===== config.mk =====
export PLATFORM = sky130hd
export DESIGN_NAME = sync_fifo_ctrl_flat
export DESIGN_NICKNAME = d
export VERILOG_FILES = /design/src/rtl/sync_fifo_ctrl_if.sv /design/src/rtl/sync_fifo_ctrl.sv /design/src/flat_wrapper.sv
export SDC_FILE = /design/constraint.sdc
export NUM_CORES = 1
export LEC_CHECK = 0
export CORE_AREA = 2 2 147 149
export CTS_BUF_LIST = sky130_fd_sc_hd__clkbuf_8
export DETAILED_ROUTE_END_ITERATION = 8
export DIE_AREA = 0 0 149 151
export HOLD_SLACK_MARGIN = 0.03
export MAX_ROUTING_LAYER = met4
export PLACE_DENSITY = 0.73
export SETUP_SLACK_MARGIN = 0.1
export SYNTH_ARGS = -nofsm -noshare
export SYNTH_HDL_FRONTEND = slang
export SYNTH_SLANG_ARGS = --single-unit

===== constraint.sdc =====
create_clock -name clk -period 5.8 [get_ports clk]
set_clock_uncertainty 0.1 [all_clocks]
set_input_delay 0.87 -clock clk [delete_from_list [all_inputs] [get_ports clk]]
set_output_delay 0.87 -clock clk [all_outputs]
set_load 0.01 [all_outputs]

===== src/rtl/sync_fifo_ctrl_if.sv =====
// sync_fifo_ctrl_if
//   Handshake bundle between a single-clock FIFO controller and its
//   producer/consumer. Field names match the existing FIFO interface so the
//   current agents can drive it.
//   master : producer/consumer side (drives w_en, w_data, r_en, clr_err)
//   slave  : FIFO side (drives read data, occupancy, flags, sticky errors)
interface sync_fifo_ctrl_if #(
  parameter int width = 16,
  parameter int depth = 16
);
  localparam int cw = $clog2(depth) + 1;

  logic             w_en;
  logic [width-1:0] w_data;
  logic             r_en;
  logic [width-1:0] r_data;
  logic             full_flag;
  logic             empty_flag;
  logic             almost_full;
  logic             almost_empty;
  logic [cw-1:0]    count;
  logic             overflow;
  logic             underflow;
  logic             clr_err;

  modport master (
    output w_en, w_data, r_en, clr_err,
    input  r_data, full_flag, empty_flag, almost_full, almost_empty,
           count, overflow, underflow
  );

  modport slave (
    input  w_en, w_data, r_en, clr_err,
    output r_data, full_flag, empty_flag, almost_full, almost_empty,
           count, overflow, underflow
  );
endinterface


===== src/rtl/sync_fifo_ctrl.sv =====
// sync_fifo_ctrl
//   Single-clock FIFO controller with occupancy count, almost-full /
//   almost-empty thresholds, sticky overflow/underflow flags and a selectable
//   first-word-fall-through read mode.
// Ports
//   clk   : single clock, rising edge
//   rstn  : asynchronous active-low reset
//   bus   : sync_fifo_ctrl_if.slave
//           in : w_en, w_data, r_en, clr_err
//           out: r_data, full_flag, empty_flag, almost_full, almost_empty,
//                count, overflow, underflow
// Parameters
//   width     : data word width
//   depth     : entries, power of two >= 2
//   afull_th  : almost_full when count >= afull_th
//   aempty_th : almost_empty when count <= aempty_th
//   fwft      : 0 = registered read, 1 = first-word-fall-through
module sync_fifo_ctrl #(
  parameter int width     = 16,
  parameter int depth     = 16,
  parameter int afull_th  = depth - 2,
  parameter int aempty_th = 2,
  parameter bit fwft      = 1'b0
) (
  input logic             clk,
  input logic             rstn,
  sync_fifo_ctrl_if.slave bus
);

  localparam int aw = $clog2(depth);
  localparam int cw = aw + 1;

  // storage and registered state
  logic [width-1:0] mem_r [depth];
  logic [cw-1:0]    wr_ptr_r;
  logic [cw-1:0]    rd_ptr_r;
  logic [cw-1:0]    count_r;
  logic [width-1:0] r_data_r;
  logic             full_r;
  logic             empty_r;
  logic             afull_r;
  logic             aempty_r;
  logic             ovf_r;
  logic             unf_r;

  // next-state terms
  logic             wr_acc_s;
  logic             rd_acc_s;
  logic             wr_rej_s;
  logic             rd_rej_s;
  logic [cw-1:0]    wr_ptr_nxt_s;
  logic [cw-1:0]    rd_ptr_nxt_s;
  logic [cw-1:0]    count_nxt_s;
  logic [width-1:0] head_nxt_s;
  logic [width-1:0] r_data_nxt_s;
  logic             full_nxt_s;
  logic             empty_nxt_s;
  logic             afull_nxt_s;
  logic             aempty_nxt_s;
  logic             ovf_nxt_s;
  logic             unf_nxt_s;

  // Accept/reject decisions use only the registered flags, so no request
  // input ever reaches a flag combinationally.
  always_comb begin
    wr_acc_s = bus.w_en && !full_r;
    rd_acc_s = bus.r_en && !empty_r;
    wr_rej_s = bus.w_en && full_r;
    rd_rej_s = bus.r_en && empty_r;
  end

  // Pointer and occupancy next state; simultaneous accept leaves count alone.
  always_comb begin
    if (wr_acc_s) begin
      wr_ptr_nxt_s = wr_ptr_r + cw'(1);
    end else begin
      wr_ptr_nxt_s = wr_ptr_r;
    end

    if (rd_acc_s) begin
      rd_ptr_nxt_s = rd_ptr_r + cw'(1);
    end else begin
      rd_ptr_nxt_s = rd_ptr_r;
    end

    case ({wr_acc_s, rd_acc_s})
      2'b10:   count_nxt_s = count_r + cw'(1);
      2'b01:   count_nxt_s = count_r - cw'(1);
      default: count_nxt_s = count_r;
    endcase
  end

  // Flags are decoded from the next count so they line up with the new count.
  always_comb begin
    full_nxt_s   = (count_nxt_s == cw'(depth));
    empty_nxt_s  = (count_nxt_s == cw'(0));
    afull_nxt_s  = (count_nxt_s >= cw'(afull_th));
    aempty_nxt_s = (count_nxt_s <= cw'(aempty_th));
  end

  // Sticky error flags: a fresh rejection beats a simultaneous clear.
  always_comb begin
    if (wr_rej_s) begin
      ovf_nxt_s = 1'b1;
    end else if (bus.clr_err) begin
      ovf_nxt_s = 1'b0;
    end else begin
      ovf_nxt_s = ovf_r;
    end

    if (rd_rej_s) begin
      unf_nxt_s = 1'b1;
    end else if (bus.clr_err) begin
      unf_nxt_s = 1'b0;
    end else begin
      unf_nxt_s = unf_r;
    end
  end

  // Head entry after this edge. When the new head is the very slot being
  // written this cycle (write into empty, or read+write at count 1), the
  // word is not in storage yet, so it is bypassed from w_data.
  always_comb begin
    if (wr_acc_s && (wr_ptr_r == rd_ptr_nxt_s)) begin
      head_nxt_s = bus.w_data;
    end else begin
      head_nxt_s = mem_r[rd_ptr_nxt_s[aw-1:0]];
    end
  end

  // Read data next state for the selected read mode.
  always_comb begin
    r_data_nxt_s = r_data_r;
    if (fwft) begin
      // hold last value once the FIFO drains
      if (count_nxt_s != cw'(0)) begin
        r_data_nxt_s = head_nxt_s;
      end else begin
        r_data_nxt_s = r_data_r;
      end
    end else begin
      // registered read: capture the popped word, hold otherwise
      if (rd_acc_s) begin
        r_data_nxt_s = mem_r[rd_ptr_r[aw-1:0]];
      end else begin
        r_data_nxt_s = r_data_r;
      end
    end
  end

  // Storage write port; the array is deliberately left out of reset.
  always_ff @(posedge clk) begin
    if (wr_acc_s) begin
      mem_r[wr_ptr_r[aw-1:0]] <= bus.w_data;
    end
  end

  // Control state, flags and read data register.
  always_ff @(posedge clk or negedge rstn) begin
    if (!rstn) begin
      wr_ptr_r <= '0;
      rd_ptr_r <= '0;
      count_r  <= '0;
      r_data_r <= '0;
      full_r   <= 1'b0;
      empty_r  <= 1'b1;
      afull_r  <= 1'b0;
      aempty_r <= 1'b1;
      ovf_r    <= 1'b0;
      unf_r    <= 1'b0;
    end else begin
      wr_ptr_r <= wr_ptr_nxt_s;
      rd_ptr_r <= rd_ptr_nxt_s;
      count_r  <= count_nxt_s;
      r_data_r <= r_data_nxt_s;
      full_r   <= full_nxt_s;
      empty_r  <= empty_nxt_s;
      afull_r  <= afull_nxt_s;
      aempty_r <= aempty_nxt_s;
      ovf_r    <= ovf_nxt_s;
      unf_r    <= unf_nxt_s;
    end
  end

  assign bus.r_data       = r_data_r;
  assign bus.full_flag    = full_r;
  assign bus.empty_flag   = empty_r;
  assign bus.almost_full  = afull_r;
  assign bus.almost_empty = aempty_r;
  assign bus.count        = count_r;
  assign bus.overflow     = ovf_r;
  assign bus.underflow    = unf_r;

endmodule


===== src/flat_wrapper.sv =====
// flat-port wrapper written by rule: the top's interface ports become plain ports
module sync_fifo_ctrl_flat 
#(
  parameter int width     = 16,
  parameter int depth     = 16,
  parameter int afull_th  = depth - 2,
  parameter int aempty_th = 2,
  parameter bit fwft      = 1'b0
)
  (clk, rstn, bus_w_en, bus_w_data, bus_r_en, bus_clr_err, bus_r_data, bus_full_flag, bus_empty_flag, bus_almost_full, bus_almost_empty, bus_count, bus_overflow, bus_underflow);
  sync_fifo_ctrl_if #(.width(width), .depth(depth)) bus_i ();
  input logic clk;
  input logic rstn;
  input wire logic [$bits(bus_i.w_en)-1:0] bus_w_en;
  input wire logic [$bits(bus_i.w_data)-1:0] bus_w_data;
  input wire logic [$bits(bus_i.r_en)-1:0] bus_r_en;
  input wire logic [$bits(bus_i.clr_err)-1:0] bus_clr_err;
  output wire logic [$bits(bus_i.r_data)-1:0] bus_r_data;
  output wire logic [$bits(bus_i.full_flag)-1:0] bus_full_flag;
  output wire logic [$bits(bus_i.empty_flag)-1:0] bus_empty_flag;
  output wire logic [$bits(bus_i.almost_full)-1:0] bus_almost_full;
  output wire logic [$bits(bus_i.almost_empty)-1:0] bus_almost_empty;
  output wire logic [$bits(bus_i.count)-1:0] bus_count;
  output wire logic [$bits(bus_i.overflow)-1:0] bus_overflow;
  output wire logic [$bits(bus_i.underflow)-1:0] bus_underflow;
  assign bus_i.w_en = bus_w_en;
  assign bus_i.w_data = bus_w_data;
  assign bus_i.r_en = bus_r_en;
  assign bus_i.clr_err = bus_clr_err;
  assign bus_r_data = bus_i.r_data;
  assign bus_full_flag = bus_i.full_flag;
  assign bus_empty_flag = bus_i.empty_flag;
  assign bus_almost_full = bus_i.almost_full;
  assign bus_almost_empty = bus_i.almost_empty;
  assign bus_count = bus_i.count;
  assign bus_overflow = bus_i.overflow;
  assign bus_underflow = bus_i.underflow;
  sync_fifo_ctrl #(.width(width), .depth(depth), .afull_th(afull_th), .aempty_th(aempty_th), .fwft(fwft)) u_core (.clk(clk), .rstn(rstn), .bus(bus_i));
endmodule

==> results.toml, run 1 <==
[drt]
wire_per_inst_microns = 23.8
post_drt_via_cell_ratio = 5.98
drt_iter0_drc = 513
drc = 0
vias = 5599
totalWireLength_microns = 22300
firstDrtPassIters = 5
antenna_left = 0

[pwr]
peakVddDrop_mv = 0.257
p_leak_nw = 4.34
p_per_area_mw_per_mm2 = 476
p_total_mw = 6.16

[global_route]
grt_overflow = 0
antenna_found_initial = 0
grt_pass1_wl_microns = 34400
use_met1_pct = 29.7
grtUsageMet3_pct = 4.19
grt_use_met2_pct = 33.1
grt-busiest-layer = "met2"
grt_use_total_pct = 21.4
grt_pass1_vias = 5852
grt_max_degree = 50

[worst_setup_path]
rrSetupSlack_ps = 2620
r2r_start = "u_core.bus.empty_flag"
worstPathRequired_ps = 6140
startpoint_type = "input port"
r2r_end = "u_core.bus.full_flag"
crit_arrival_ps = 3790
cp-startpoint = "bus_w_en"
endpoint_kind = "flop"
crit_end = "u_core.bus.full_flag"
crit_type = "in2reg"
critical_path.max_fanout = 15
ff2ff_path_depth = 7

[logic_synthesis]
syn_inst = 550
yosys_warnings = 0
avgSynthCellArea_sq_um = 20.7
ys_seq_elements = 291
syn-num-nets = 579
ys_seq_area_share_pct = 75.3
synth_cell_types = 40
mappedNetlistArea_sq_mm = 0.0114

[clocking]
clk_pin_slew_worst_paths_ps = 60
cts_tree = "done"
clockRootBuffer = "clkbuf_8"
htreeDepth = 2
clock_path_buffers = 3
postCtsHoldBufs = 0
clk_latency_ps = 540
clock_sinks = 291
postCtsResizedCells = 0
post_cts_buffers = 0
cts_made_buffers = 44

[timing]
worstMarginPinSlew_ps = 1090
fin_crit_sh_pct = 59.5
hold_violations = 0
fmax_mhz = 290
min_period_ps = 3450
tns_ps = 0
rsz0062_at_grt = "false"
maxSlewHeadroom_pct = 27.0
slew_violations = 0
finalSetupViolations = 0
setup_ws_ps = 2350

[finish]
insertedDiodeCount = 0
final_common_cell = "edfxtp_1"
fill_cells = 1424
multi_input_comb_area_sq_mm = 0.00265
drive_gt1_share_pct = 24.6
regArea_sq_mm = 0.00857
nets = 658
mostFrequentLayoutCells = "edfxtp_1 (256), mux4_2 (64), clkbuf_8 (46), clkdlybuf4s50_1 (46), dfrtp_1 (30)"
finalCoreUtilization_pct = 62.2
fin_cells = 937
area_growth_pct = 14.0

[place]
port_buffers = 47
hpwl_microns = 13300
gp_congestion = 0.815
dpl.cell_count = 858
place_ws_ps = 1840

[floorplan]
die_width_microns = 149
die-area_sq_mm = 0.0225
core_area_sq_mm = 0.0208
rows = 53
start_util_pct = 54.6
ios = 48
die_h_microns = 151

[hold_path]
hp-class = "in2async"

[run]
drv_cap = 0

[status]
status = "completed"
[synthesized netlist by cell type]
cell type	instances	area (sq um)
a221o_1	16	160
nor2_1	14	52.6
or2_2	1	6.26
xor2_1	3	26.3
dfrtp_1	33	826
dfstp_2	2	52.6
o31ai_4	1	21.3
and2b_1	1	7.51
mux2i_1	16	160
nand4_1	2	12.5
nor3b_1	1	7.51
inv_1	5	18.8
buf_6	2	22.5
nor3_1	24	120
o32ai_2	1	16.3
o211ai_1	1	7.51
nor4b_2	1	15.0
o41a_1	1	11.3
mux4_2	64	1440
nand2b_1	4	25.0
ha_1	8	100
nor4_1	3	18.8
nand3_1	2	10.0
xnor2_1	7	61.3
clkbuf_1	10	37.5
buf_1	11	41.3
a31o_1	1	8.76
a31oi_1	1	6.26
a21oi_1	4	20.0
nand2_1	17	63.8
nand2b_4	1	13.8
and2_1	2	12.5
edfxtp_1	256	7690
a21boi_0	1	7.51
or4_1	1	7.51
o31ai_1	1	7.51
inv_2	1	3.75
o21ai_0	5	25.0
buf_2	9	45.0
mux2_2	16	180
[flip-flops by register name, indices dropped and copies added (netlist names)]
name and count:
u_core.bus.almost_empty 1, u_core.bus.almost_full 1, u_core.bus.count 5, u_core.bus.empty_flag 1, u_core.bus.full_flag 1, u_core.bus.overflow 1
u_core.bus.r_data 16, u_core.bus.underflow 1, u_core.mem_r 256, u_core.rd_ptr_r 4, u_core.wr_ptr_r 4
[metal layers]
layer  share of wire [%]  vias to the layer above  wire [microns]
met4                 1.8                        0             399
met2                  49                      213           11000
li1                    -                     2414               -
met3                 6.9                       45            1540
met5                   0                        -               0
met1                  42                     2927            9400
[kinds of logic (layout without fill, tap and decap cells)]
kind of cell             Yosys count  count (layout)  share of synthesized area, %
buffers and inverters             38             150                          1.49
AND/OR/NAND/NOR                   74              74                          3.28
XOR/XNOR                          10              10                         0.770
adder cells (fa/ha/maj)            8               8                         0.881
multiplexers                      96              96                          15.7
AO/OA/AOI/OAI                     33              33                          2.56
flip-flops                       291             291                          75.3
[report_power, final]
| group | internal, mW | switching [mW] | leakage, nW |
|---|---|---|---|
| clock | 0.732 | 0.717 | 0.465 |
| combinational | 0.949 | 0.786 | 1.14 |
| sequential | 2.60 | 0.382 | 2.73 |
[critical path: stages]
cell and delay [ps]:
clkdlybuf4s50_1 470, and2b_1 450, inv_1 170, ha_1 490, or4_1 580, o32ai_2 130, xor2_1 350, nor4b_2 270
[worst min path at each step]
| stage | to | cells past startpoint | start |
|---|---|---|---|
| after detailed placement | u_core.bus.r_data[7] | 1 | u_core.bus.r_data[7] |
| after floorplan | u_core.bus.overflow | 2 | u_core.bus.full_flag |
| after CTS | u_core.bus.count[0] | 1 | rstn |
| after global routing | u_core.wr_ptr_r[0] | 1 | rstn |
| final | u_core.wr_ptr_r[0] | 1 | rstn |
| after global placement | u_core.bus.overflow | 2 | u_core.bus.overflow |
[final cells by class]
cell class              count  share of cell area (%)
well taps                 275                    2.66
repair buffers             65                    4.64
clock buffers              46                    4.89
inverters                   6                   0.174
clock inverters            33                    1.01
flip-flops and latches    291                    66.2
multi-input cells         221                    20.5
[through the flow]
step                      hold slack [ps]  cell area [sq um]
after global placement                408              12200
final                                 327              13000
after detailed placement              416              12200
after global routing                  372              13000
after floorplan                       425              11400
after CTS                             344              13000
Power figures use the tool's default switching activity.
==> run 2: changes to the inputs <==
- PLACE_DENSITY: 0.73 -> 0.76
- clock period: 5.8 -> 3.16 ns (I/O delays scaled with it)
==> run 2 against run 1 <==
Against the previous run:
- die area unchanged
- register-to-register slack worse by 2000 ps
- routed wire length rose by 3.7%
- critical path depth up 1
- first-iteration DRC count rose by 7.4%
- non-clock buffer count up 26
- flip-flop and latch count is the same
- sequential share of layout area down 1.4 points
- clock power up 92%
- global-route usage increased by 0.60 points
- worst hold slack improved by 85 ps
==> results.toml, run 2 (same netlist as run 1, synthesis figures left out) <==
[drt]
drc = 0
routed.top_layer = "met4"
wl_met3_microns = 1440
met2_length_microns = 11800
wire_per_inst_microns = 24.0
totalWireLength_microns = 23200
met1_length_microns = 9280
antenna_left = 0
firstDrtPassIters = 5
vias = 5797
post_drt_via_cell_ratio = 6.02
drt_iter0_drc = 551

[place]
hpwl_microns = 14400
gp_congestion = 0.823
place_ws_ps = 94.6
dpl.cell_count = 883
port_buffers = 47

[floorplan]
die_h_microns = 151
rows = 53
start_util_pct = 54.6
core_area_sq_mm = 0.0208
die-area_sq_mm = 0.0225
ios = 48
die_width_microns = 149

[status]
status = "completed"

[timing]
fmax_mhz = 388
min_period_ps = 2580
rsz0062_at_grt = "false"
finalSetupViolations = 0
tns_ps = 0
worstMarginPinSlew_ps = 961
maxSlewHeadroom_pct = 35.9
setup_ws_ps = 581
slew_violations = 0
hold_violations = 0
fin_crit_sh_pct = 81.6

[finish]
final_common_cell = "edfxtp_1"
drive_gt1_share_pct = 28.5
largest_register_ffs = 256
fill_cells = 1359
mostFrequentLayoutCells = "edfxtp_1 (256), mux4_2 (64), clkbuf_8 (48)"
nets = 684
insertedDiodeCount = 0
fin_cells = 963
area_growth_pct = 16.4

[worst_setup_path]
crit_type = "reg2reg"
max_stage_delay_ps = 370
critPathSlowestCell = "dfrtp_1"
worstPathRequired_ps = 3510
crit_arrival_ps = 2930
crit_path_frequent_cell = "xor2_1"
endpoint_kind = "flop"
cp_cell_sequence = "and2b_1, nor2_1, xor2_1, ha_1, or2_2, a31oi_1, o32ai_2, xor2_1, nor4b_2"
r2r_start = "u_core.bus.full_flag"
cp-startpoint = "u_core.bus.full_flag"
startpoint_type = "flop"
critical_path.max_fanout = 5

[pwr]
p_total_mw = 11.6
p_per_area_mw_per_mm2 = 876
p_leak_nw = 4.48
peakVddDrop_mv = 0.348

[global_route]
grt_max_degree = 68
grt_use_total_pct = 22.0
grt_pass1_vias = 6106
grt_pass1_wl_microns = 35300
antenna_found_initial = 0
grt_overflow = 0

[clocking]
cts_tree = "done"
clk_pin_slew_worst_paths_ps = 60
postCtsResizedCells = 0
clock_path_buffers = 3
clk_latency_ps = 560
clock_sinks = 291
clockRootBuffer = "clkbuf_8"
cts_made_buffers = 44
htreeDepth = 2

[run]
drv_cap = 0

[hold_path]
hp-start = "u_core.bus.r_data[1]"
hp-class = "reg2reg"
==> run 2: cell count changes in the layout (fill, tap and decap cells not counted), sizes merged <==
cell and delta:
buf +25, dlygate4sd3 +1, clkinvlp +1, inv -8
clkbuf +2, clkinv +5
==> run 2: per-stage QoR <==
| stage | hold slack, ps | util (%) | area [sq um] |
|---|---|---|---|
| 2_1_floorplan | 78.4 | - | 11400 |
| 3_3_place_gp | 396 | 59.6 | 12400 |
| 3_5_place_dp | 405 | 59.6 | 12400 |
| 4_1_cts | 401 | 63.5 | 13200 |
| 5_1_grt | 423 | 63.5 | 13200 |
| 6_report | 412 | 63.5 | 13200 |
==> run 2: worst paths after layout <==
kind,end,slack [ps],cells past startpoint
setup / recovery,u_core.bus.full_flag,580,9
hold / removal,u_core.bus.r_data[1],410,1
setup reg to reg,u_core.bus.full_flag,580,9
hold reg to reg,u_core.bus.r_data[1],410,1
max in group asynchronous,u_core.rd_ptr_r[0],1790,2
min in group asynchronous,u_core.bus.r_data[13],490,2
==> run 2: repair_timing <==
action,4_1_cts,5_1_grt
hold buffers,1,0
setup buffers,0,0
endpoints found under the hold margin,33,0
==> run 2: power breakdown <==
group / leakage, nW / internal (mW) / switching, mW / total [mW]
Sequential: 2.73 / 4.77 / 0.445 / 5.21
Combinational: 1.29 / 1.86 / 1.72 / 3.58
Clock: 0.457 / 1.41 / 1.38 / 2.79
==> run 2: cell type report <==
class / count / area (sq um) / share of cell area (%)
repair buffers: 91 / 836 / 6.32
flip-flops and latches: 291 / 8570 / 64.8
well taps: 275 / 344 / 2.60
clock buffers: 48 / 661 / 4.99
multi-input cells: 221 / 2650 / 20.1
inverters: 6 / 22.5 / 0.170
clock inverters: 31 / 141 / 1.07
==> run 2: critical path, delay by kind of cell, from the launching register on <==
kind / cells / cell delay (ps)
flops: 1 / 370
simple gates: 4 / 1020
compound gates: 2 / 340
xor+xnor: 2 / 430
fa+ha+maj: 1 / 240
==> run 2: per-layer routing <==
metal | GRT usage (%) | vias to the layer above
met5 | - | -
met3 | 4.58 | 55
met1 | 27.9 | 3042
li1 | - | 2468
met2 | 35.6 | 232
met4 | 8.38 | 0
==> run 3: changes to the inputs <==
- clock period: 3.16 -> 2.3 ns (I/O delays scaled with it)
==> run 3 against run 2 <==
Against the previous run:
- the flow now finishes with violations (negative setup slack)
- die area is the same
- core utilization grew 2.2 points
- global-route usage grew 0.23 points
- register-to-register slack lost 700 ps
- cell area grew 3.5%
- first-iteration DRC count shrank 21%
- combinational power grew 65%
- critical path depth grew 1
- sequential power grew 35%
- worst hold slack lost 120 ps
- final cell count grew 2.7%
- sequential share of layout area shrank 2.2 points
- highest routed layer unchanged
==> results.toml, run 3 (same netlist as run 1, synthesis figures left out) <==
[worst_setup_path]
startpoint_type = "flop"
endpoint_kind = "flop"
crit_arrival_ps = 2760
worstPathRequired_ps = 2640
crit_type = "reg2reg"
critical_path.max_fanout = 5

[pwr]
p_int_mw = 11.7
p_leak_nw = 4.69
clkPwrFrac_pct = 23.2
p_per_area_mw_per_mm2 = 1230
combinationalPowerShare_pct = 35.1
p_sw_mw = 5.18
switching_share_pct = 30.7
power.share.sequential_pct = 41.8
peakVddDrop_mv = 0.619

[finish]
finalCoreUtilization_pct = 65.8
nets = 710
drive_gt1_share_pct = 33.3
largest_register_ffs = 256
area_growth_pct = 20.5
insertedDiodeCount = 0
mostFrequentLayoutCells = "edfxtp_1 (256), mux4_2 (64), buf_4 (53)"
final_common_cell = "edfxtp_1"

[run]
drv_cap = 0

[timing]
tns_ps = -364
setup_ws_ps = -122
rsz0062_at_grt = "true"
fin_crit_sh_pct = 105
hold_violations = 0
fin_hold_ws_ps = 291
min_period_ps = 2420
slew_violations = 0
finalSetupViolations = 4
maxSlewHeadroom_pct = 51.0
fmax_mhz = 413
worstMarginPinSlew_ps = 734

[clocking]
clockRootBuffer = "clkbuf_8"
cts_tree = "done"
clock_path_buffers = 3
clk_latency_ps = 560
cts_made_buffers = 45
htreeDepth = 2
clock_sinks = 291
clk_pin_slew_worst_paths_ps = 70

[floorplan]
rows = 53
die_h_microns = 151
die-area_sq_mm = 0.0225
start_util_pct = 54.6
die_width_microns = 149
ios = 48
core_area_sq_mm = 0.0208

[drt]
drt_iter0_drc = 437
totalWireLength_microns = 23700
drc = 0
post_drt_via_cell_ratio = 5.93
vias = 5868
wire_per_inst_microns = 24.0
antenna_left = 0
firstDrtPassIters = 5

[global_route]
grt_pass1_wl_microns = 35500
grt_pass1_vias = 6172
grt_use_total_pct = 22.2
grt_overflow = 0
antenna_found_initial = 0
grt_max_degree = 28

[place]
hpwl_microns = 14900
gp_congestion = 0.825
port_buffers = 47

[status]
violations = "negative setup slack"
status = "complete, but fails checks"

[hold_path]
hp-class = "in2async"
[run 3: what timing repair did]
item                                    4_1_cts  5_1_grt
pin swaps                                     6        3
setup buffers                                 7        4
resized for setup                            12        8
hold endpoints to repair                     24        0
endpoints found under the setup margin       14        9
hold buffers                                  1        0
[run 3: worst max-delay path, cell delays in order (launching register included)]
cell,delay [ps]
dfstp_2,530
nand2b_4,160
nor2_4,60
xor2_1,160
ha_2,200
a21oi_2,180
a21boi_4,230
nor3_2,60
xor2_1,150
buf_4,170
nor4_1,320
[run 3: layout make-up]
| cell class | count | area, sq um |
|---|---|---|
| Clock buffer | 51 | 702 |
| Fill cell | 1316 | 7130 |
| Sequential cell | 291 | 8570 |
| Inverter | 6 | 25.0 |
| Timing Repair Buffer | 116 | 1160 |
| Multi-Input combinational cell | 221 | 2760 |
| Clock inverter | 29 | 131 |
| Tap cell | 275 | 344 |
[run 3: stage by stage]
stage	instance area, sq um	total power [mW]	std cells	setup slack, ps
after CTS	13600	16.7	985	-3.38
after floorplan	11400	10.5	550	-88.5
after detailed placement	12600	12.6	897	-581
after global routing	13700	17.6	989	-173
final	13700	16.9	989	-122
after global placement	12600	12.4	897	-460
[run 3: worst paths after layout]
| path | startpoint | endpoint | slack, ps | cells past startpoint |
|---|---|---|---|---|
| max reg2reg | u_core.bus.empty_flag | u_core.bus.empty_flag | -120 | 10 |
| max | u_core.bus.empty_flag | u_core.bus.empty_flag | -120 | 10 |
| min reg2reg | u_core.bus.r_data[2] | u_core.bus.r_data[2] | 410 | 1 |
| min | rstn | u_core.rd_ptr_r[2] | 290 | 2 |
| min in group clk | bus_clr_err | u_core.bus.underflow | 300 | 2 |
| max in group asynchronous | rstn | u_core.bus.almost_empty | 1160 | 3 |
[run 3: routing by layer]
layer | up-vias | global-route usage, % | routed length, microns
met5 | - | - | 0
met2 | 213 | 37.6 | 12400
met3 | 50 | 3.34 | 1350
li1 | 2519 | - | -
met4 | 0 | 7.90 | 588
met1 | 3086 | 27.8 | 9430
[run 3: power groups by stage]
stage	Combinational, mW	Sequential (mW)	Clock (mW)
2_1_floorplan	3.50	6.97	0
3_3_place_gp	5.24	7.14	0
3_5_place_dp	5.40	7.20	0
4_1_cts	5.72	7.03	3.98
5_1_grt	6.29	7.11	4.17
6_report	5.92	7.05	3.91
